[config.mk]
export PLATFORM = sky130hd
export DESIGN_NAME = axi_lite_s_regs
export DESIGN_NICKNAME = d
export VERILOG_FILES = /design/src/rtl/axi_lite_s_regs.sv
export SDC_FILE = /design/constraint.sdc
export NUM_CORES = 1
export LEC_CHECK = 0
export BUFFER_PORTS_ARGS = -buffer_cell sky130_fd_sc_hd__buf_2
export CORE_MARGIN = 4
export CORE_UTILIZATION = 55
export CTS_BUF_LIST = sky130_fd_sc_hd__clkbuf_8
export DETAILED_ROUTE_END_ITERATION = 12
export HOLD_SLACK_MARGIN = 0.15
export PLACE_DENSITY_LB_ADDON = 0.08
export SLEW_MARGIN = 20
export SYNTH_ARGS = -nofsm -noshare
export SYNTH_HDL_FRONTEND = slang
export SYNTH_SLANG_ARGS = --single-unit
export TNS_END_PERCENT = 20
[constraint.sdc]
create_clock -name aclk -period 3 [get_ports aclk]
set_input_delay 0.45 -clock aclk [delete_from_list [all_inputs] [get_ports aclk]]
set_output_delay 0.45 -clock aclk [all_outputs]
set_load 0.01 [all_outputs]
[src/rtl/axi_lite_s_regs.sv]
// axi_lite_s_regs
// AXI4-Lite slave register file. Accepts single-beat writes (AW and W may
// arrive in any order) and single-beat reads, keeps NUM_REGS 32-bit registers
// with byte-strobe writes and exports them flat on regs_q together with a
// one-cycle wr_stb/wr_idx pulse for every committed in-range write.
//
// Build option: define AXIL_S_REGS_OOR_ERR_EN to answer out-of-range accesses
// with SLVERR (2'b10). Without it they are answered OKAY. In both builds an
// out-of-range write changes nothing and an out-of-range read returns zero.
module axi_lite_s_regs #(
   parameter int          NUM_REGS  = 8,
   parameter int          ADDR_W    = 32,
   parameter logic [31:0] RESET_VAL = 32'h0000_0000
) (
   input  logic                     aclk,
   input  logic                     areset,
   input  logic [ADDR_W-1:0]        s_axi_awaddr,
   input  logic [2:0]               s_axi_awprot,
   input  logic                     s_axi_awvalid,
   output logic                     s_axi_awready,
   input  logic [31:0]              s_axi_wdata,
   input  logic [3:0]               s_axi_wstrb,
   input  logic                     s_axi_wvalid,
   output logic                     s_axi_wready,
   output logic [1:0]               s_axi_bresp,
   output logic                     s_axi_bvalid,
   input  logic                     s_axi_bready,
   input  logic [ADDR_W-1:0]        s_axi_araddr,
   input  logic [2:0]               s_axi_arprot,
   input  logic                     s_axi_arvalid,
   output logic                     s_axi_arready,
   output logic [31:0]              s_axi_rdata,
   output logic [1:0]               s_axi_rresp,
   output logic                     s_axi_rvalid,
   input  logic                     s_axi_rready,
   output logic [NUM_REGS*32-1:0]   regs_q,
   output logic                     wr_stb,
   output logic [7:0]               wr_idx
);

   localparam int IDX_W = ADDR_W - 2;

   localparam logic [1:0] RESP_OKAY = 2'b00;
`ifdef AXIL_S_REGS_OOR_ERR_EN
   localparam logic [1:0] RESP_OOR  = 2'b10;
`else
   localparam logic [1:0] RESP_OOR  = 2'b00;
`endif

   typedef enum logic {W_IDLE = 1'b0, W_RESP = 1'b1} w_state_t;
   typedef enum logic {R_IDLE = 1'b0, R_DATA = 1'b1} r_state_t;

   // Word index lies inside the register file.
   function automatic logic in_range_f(input logic [IDX_W-1:0] idx);
      return (64'(idx) < 64'(NUM_REGS));
   endfunction

   // Overlay the strobed bytes of new_val onto old_val.
   function automatic logic [31:0] strb_merge_f(input logic [31:0] old_val,
                                                input logic [31:0] new_val,
                                                input logic [3:0]  strb);
      logic [31:0] res;
      res = old_val;
      for (int b = 0; b < 4; b++) begin
         if (strb[b]) begin
            res[8*b +: 8] = new_val[8*b +: 8];
         end else begin
            res[8*b +: 8] = old_val[8*b +: 8];
         end
      end
      return res;
   endfunction

   // ---------------------------------------------------------------- state
   logic [31:0]      regs_r [NUM_REGS];

   w_state_t         w_state_r;
   w_state_t         w_state_nxt_s;
   logic             aw_held_r;
   logic             w_held_r;
   logic [IDX_W-1:0] aw_idx_r;
   logic [31:0]      wdata_r;
   logic [3:0]       wstrb_r;
   logic             bvalid_r;
   logic [1:0]       bresp_r;
   logic             wr_stb_r;
   logic [7:0]       wr_idx_r;

   logic             awready_s;
   logic             wready_s;
   logic             commit_s;
   logic             b_done_s;
   logic             w_in_range_s;

   r_state_t         r_state_r;
   r_state_t         r_state_nxt_s;
   logic             rvalid_r;
   logic [31:0]      rdata_r;
   logic [1:0]       rresp_r;

   logic             arready_s;
   logic             ar_hs_s;
   logic             r_done_s;
   logic [IDX_W-1:0] ar_idx_s;
   logic [31:0]      rd_data_s;

   // Protection bits and the byte offset within a word carry no meaning here.
   logic             unused_s;
   assign unused_s = ^{s_axi_awprot, s_axi_arprot, s_axi_awaddr[1:0], s_axi_araddr[1:0]};

   assign w_in_range_s = in_range_f(aw_idx_r);
   assign ar_idx_s     = s_axi_araddr[ADDR_W-1:2];

   // ------------------------------------------------------------ write FSM
   // Write FSM state register.
   always_ff @(posedge aclk) begin
      if (areset) begin
         w_state_r <= W_IDLE;
      end else begin
         w_state_r <= w_state_nxt_s;
      end
   end

   // Write FSM next state: commit once both halves are held, wait for bready.
   always_comb begin
      w_state_nxt_s = w_state_r;
      case (w_state_r)
         W_IDLE: begin
            if (aw_held_r && w_held_r) begin
               w_state_nxt_s = W_RESP;
            end else begin
               w_state_nxt_s = W_IDLE;
            end
         end
         W_RESP: begin
            if (s_axi_bready) begin
               w_state_nxt_s = W_IDLE;
            end else begin
               w_state_nxt_s = W_RESP;
            end
         end
         default: w_state_nxt_s = W_IDLE;
      endcase
   end

   // Write FSM outputs: channel readies, commit and response-done strobes.
   always_comb begin
      awready_s = 1'b0;
      wready_s  = 1'b0;
      commit_s  = 1'b0;
      b_done_s  = 1'b0;
      case (w_state_r)
         W_IDLE: begin
            awready_s = !aw_held_r;
            wready_s  = !w_held_r;
            commit_s  = aw_held_r && w_held_r;
         end
         W_RESP: begin
            b_done_s  = s_axi_bready;
         end
         default: begin
            awready_s = 1'b0;
            wready_s  = 1'b0;
         end
      endcase
   end

   // Capture AW and W independently; both holding slots empty on commit.
   always_ff @(posedge aclk) begin
      if (areset) begin
         aw_held_r <= 1'b0;
         w_held_r  <= 1'b0;
         aw_idx_r  <= {IDX_W{1'b0}};
         wdata_r   <= 32'h0000_0000;
         wstrb_r   <= 4'h0;
      end else if (commit_s) begin
         aw_held_r <= 1'b0;
         w_held_r  <= 1'b0;
      end else begin
         if (awready_s && s_axi_awvalid) begin
            aw_held_r <= 1'b1;
            aw_idx_r  <= s_axi_awaddr[ADDR_W-1:2];
         end
         if (wready_s && s_axi_wvalid) begin
            w_held_r <= 1'b1;
            wdata_r  <= s_axi_wdata;
            wstrb_r  <= s_axi_wstrb;
         end
      end
   end

   // B channel and fabric write strobe, both produced on the commit edge.
   always_ff @(posedge aclk) begin
      if (areset) begin
         bvalid_r <= 1'b0;
         bresp_r  <= RESP_OKAY;
         wr_stb_r <= 1'b0;
         wr_idx_r <= 8'h00;
      end else begin
         wr_stb_r <= commit_s && w_in_range_s;
         if (commit_s) begin
            bvalid_r <= 1'b1;
            bresp_r  <= w_in_range_s ? RESP_OKAY : RESP_OOR;
            if (w_in_range_s) begin
               wr_idx_r <= 8'(aw_idx_r);
            end
         end else if (b_done_s) begin
            bvalid_r <= 1'b0;
         end
      end
   end

   // Register file: strobed byte update of the addressed register on commit.
   always_ff @(posedge aclk) begin
      if (areset) begin
         for (int i = 0; i < NUM_REGS; i++) begin
            regs_r[i] <= RESET_VAL;
         end
      end else begin
         for (int i = 0; i < NUM_REGS; i++) begin
            if (commit_s && (aw_idx_r == IDX_W'(i))) begin
               regs_r[i] <= strb_merge_f(regs_r[i], wdata_r, wstrb_r);
            end
         end
      end
   end

   // ------------------------------------------------------------- read FSM
   // Read mux over current contents; out-of-range indices read as zero.
   always_comb begin
      rd_data_s = 32'h0000_0000;
      for (int i = 0; i < NUM_REGS; i++) begin
         if (ar_idx_s == IDX_W'(i)) begin
            rd_data_s = regs_r[i];
         end else begin
            rd_data_s = rd_data_s;
         end
      end
   end

   // Read FSM state register.
   always_ff @(posedge aclk) begin
      if (areset) begin
         r_state_r <= R_IDLE;
      end else begin
         r_state_r <= r_state_nxt_s;
      end
   end

   // Read FSM next state: one outstanding read, held until rready.
   always_comb begin
      r_state_nxt_s = r_state_r;
      case (r_state_r)
         R_IDLE: begin
            if (s_axi_arvalid) begin
               r_state_nxt_s = R_DATA;
            end else begin
               r_state_nxt_s = R_IDLE;
            end
         end
         R_DATA: begin
            if (s_axi_rready) begin
               r_state_nxt_s = R_IDLE;
            end else begin
               r_state_nxt_s = R_DATA;
            end
         end
         default: r_state_nxt_s = R_IDLE;
      endcase
   end

   // Read FSM outputs: arready and handshake strobes.
   always_comb begin
      arready_s = 1'b0;
      ar_hs_s   = 1'b0;
      r_done_s  = 1'b0;
      case (r_state_r)
         R_IDLE: begin
            arready_s = 1'b1;
            ar_hs_s   = s_axi_arvalid;
         end
         R_DATA: begin
            r_done_s  = s_axi_rready;
         end
         default: begin
            arready_s = 1'b0;
         end
      endcase
   end

   // R channel registers; data sampled before any same-edge write lands.
   always_ff @(posedge aclk) begin
      if (areset) begin
         rvalid_r <= 1'b0;
         rdata_r  <= 32'h0000_0000;
         rresp_r  <= RESP_OKAY;
      end else if (ar_hs_s) begin
         rvalid_r <= 1'b1;
         rdata_r  <= rd_data_s;
         rresp_r  <= in_range_f(ar_idx_s) ? RESP_OKAY : RESP_OOR;
      end else if (r_done_s) begin
         rvalid_r <= 1'b0;
      end
   end

   // ---------------------------------------------------------------- ports
   assign s_axi_awready = awready_s;
   assign s_axi_wready  = wready_s;
   assign s_axi_bvalid  = bvalid_r;
   assign s_axi_bresp   = bresp_r;
   assign s_axi_arready = arready_s;
   assign s_axi_rvalid  = rvalid_r;
   assign s_axi_rdata   = rdata_r;
   assign s_axi_rresp   = rresp_r;
   assign wr_stb        = wr_stb_r;
   assign wr_idx        = wr_idx_r;

   for (genvar g = 0; g < NUM_REGS; g++) begin : g_flat
      assign regs_q[32*g +: 32] = regs_r[g];
   end

endmodule

==> run summary <==
Share of layout cells above drive strength 1 -> 0.286
Combinational Power Share -> 0.100
# fillers -> 2095
Number of enable flip-flop cells after synthesis -> 256
# H-tree levels -> 2
Pre-CTS setup slack -> 210 ps
Post-Route Setup TNS -> 0 ps
CP endpoint kind -> flop
RSZ-0062 raised after global routing -> no
Shortest period the worst path allows -> 2820 ps
Top-area cell type share of the netlist area -> 0.491
Leading area contributor after synthesis -> edfxtp_1
Final core occ -> 0.705
Nets@finish -> 1921
Row count -> 61
Tcrit/Tclk final -> 0.940
Synth Area in Adders -> 0
Cell-by-cell trace of the critical path -> nor4_1, nand4_1, nor3_4, and4b_1, buf_4, a21o_1
# resized after CTS -> 0
Unique cell type count in the Yosys netlist -> 48
Internal -> 8.14 mW
Final hold violations -> 0
Antenna violations before repair -> 5
Mux cell area share after synthesis -> 0.0253
Least-Margin Pin Slew -> 1040 ps
Die area -> 31200 um2
Clock sink total -> 369
Post-DP HPWL -> 34.6 mm
Main synth FF type -> edfxtp_1
Root Buffer Master -> clkbuf_8
Compound-Gate Fraction of Synth Area -> 0.122
Cells after synthesis -> 1347
Sequential cell fraction of total power -> 0.540
DR WL/cell -> 22.0 um
Ys async rst share -> 0
Ports -> 419
TritonCTS Buffers -> 57
P&R area growth vs syn -> 26.0%
Synth area leaders -> edfxtp_1, dfxtp_1, and2_1
GRT Total Usage -> 0.303
Clock network power share -> 0.360
CTS tree -> built
Critical path's slowest cell -> a21o_1
Max incr delay on CP -> 470 ps
Global-route wire length before repair -> 71.9 mm
Crit start category -> flop
Mapped Area -> 15600 um2
Max Freq -> 355 MHz
Synth cell count leaders -> edfxtp_1, and2_1, nand2_1
Gr ovfl total -> 0
Leak pwr -> 8.47 nW
Horiz. Die Dim -> 177 um
Routed wire length -> 49.0 mm
DRC Markers -> 0
Post-route antenna net violation count -> 0
WP data arrival -> 3040 ps
Vias per inst -> 5.64
CP Class -> reg -> reg
Max cap viols -> 0
Vias in the first global route -> 12100
Sequential share of the synthesized area -> 0.636
Main combinational cell family by area after synthesis -> simple AND/OR/NAND/NOR gates
Sw power -> 2.75 mW
Final setup violation count -> 0
Pwr Density -> 553 nW/um2
Critical Path Fanout Max -> 27
Initial Utilization -> 0.560
HP Class -> in -> reg
# Post-CTS Setup Buffers -> 0
Sw Share -> 0.252
Vias -> 12600
DRT iter0 DRCs -> 941
Total power -> 10.9 mW
Post-synthesis simple-gate area fraction -> 0.177
Clock-pin transition on the worst setup and hold timing paths -> 60 ps
Largest net degree at the start of global routing -> 120
Slew Limit Fails -> 0
Number of synthesized register bits -> 369
Port bufs -> 404
VDD IR max -> 0.000382 V
Outcome -> finished clean
Core footprint -> 27900 um2
Post-synthesis xor/xnor area fraction -> 0
Routability cong. -> 0.847
Clock Tree Buf Depth -> 3
Die Height -> 177 um
Average cell area after synthesis -> 11.6 um2
Most common cell in the netlist -> edfxtp_1
Final setup margin -> 181 ps
Worst clock skew -> 17.7 ps
Clk Latency, worst-skew pair -> 580 ps
Slew margin rel. -> 0.302
Initial DRT Pass Iterations -> 5
Synth Warn # -> 0
CP required -> 3220 ps
-- per-layer routing --
metal / track usage / share of wire / vias to the layer above
met5: 0 / 0.00033 / -
met4: 0.129 / 0.045 / 2
met3: 0.0600 / 0.093 / 135
met2: 0.525 / 0.50 / 745
met1: 0.373 / 0.36 / 5949
li1: - / - / 5757
-- area by class of cell --
type,instances,area [um2],area share
Sequential cell,369,9950,0.505
Multi-Input combinational cell,863,5120,0.260
Tap cell,378,473,0.0240
Timing Repair Buffer,513,3070,0.156
Clock inverter,35,136,0.00692
Clock buffer,68,936,0.0475
Inverter,4,15.0,0.000762
Antenna cell,2,5.00,0.000254
-- registers in the layout, summed over array words and instances, names as in the netlist --
signal	count
aw_held_r	1
aw_idx_r	30
r_state_r	1
regs_r	256
s_axi_bvalid	1
s_axi_rdata	32
s_axi_rvalid	1
w_held_r	1
w_state_r	1
wdata_r	32
wr_idx	8
wr_stb	1
wstrb_r	4
-- critical path, delay by kind of cell (launching register included) --
family / cells / cell delay [ps]
AOI/OAI and AO/OA: 1 / 470
buffers and inverters: 1 / 300
DFF: 1 / 320
and+or+nand+nor: 4 / 1330
-- worst paths after layout --
kind | endpoint | startpoint | cells after the start | slack, ps
worst min register to register | aw_idx_r[18]$_SDFFE_PP0P_ | aw_idx_r[18]$_SDFFE_PP0P_ | 2 | 450
worst min-delay path | wdata_r[9]$_SDFFE_PP0P_ | s_axi_wdata[9] | 3 | 170
worst max register to register | regs_r[1][55]$_SDFFCE_PN0P_ | aw_idx_r[5]$_SDFFE_PP0P_ | 6 | 180
worst max-delay path | regs_r[1][55]$_SDFFCE_PN0P_ | aw_idx_r[5]$_SDFFE_PP0P_ | 6 | 180
-- what timing repair did --
item | in CTS | in global routing
hold endpoints to repair | 66 | 1
hold buffers | 66 | 1
endpoints found under the setup margin | 0 | 0
-- through the flow --
step,hold WS [ps],instance area [um2],cells
finish,173,19700,2232
global route,175,19700,2232
CTS,150,19700,2229
detailed placement,439,18000,2060
global placement,438,18000,2060
floorplan,436,15700,1350
-- kinds of logic (layout without fill, tap and decap cells) --
kind of cell           after synthesis  after routing
other                                1              6
flip-flops                         369            369
multiplexers                        38             38
AND/OR/NAND/NOR                    523            523
AO/OA/AOI/OAI                      298            298
buffers and inverters              118            620
-- cell usage in the layout, fill, tap and decap left out, types with 5 or more instances in the layout --
cell type	instances
nand2_1	142
dfxtp_1	113
buf_4	39
dlygate4sd3_1	67
a221oi_1	28
a21oi_1	106
inv_1	33
a211oi_1	29
nand2b_1	5
edfxtp_1	256
nor2_1	72
a21o_1	33
o221ai_1	28
mux2i_1	35
o21ai_0	36
nor4_1	15
and2_1	198
nor2b_1	64
clkbuf_8	68
buf_2	402
o22ai_1	28
-- power groups by stage --
stage | registers, mW | logic [mW] | clock network, mW
after floorplan | 5.98 | 0.497 | 0
after global placement | 5.97 | 0.995 | 0
after detailed placement | 5.98 | 1.01 | 0
after CTS | 5.87 | 1.08 | 3.96
after global routing | 5.90 | 1.18 | 4.19
final | 5.88 | 1.09 | 3.92
(Power assumes the default switching activity.)
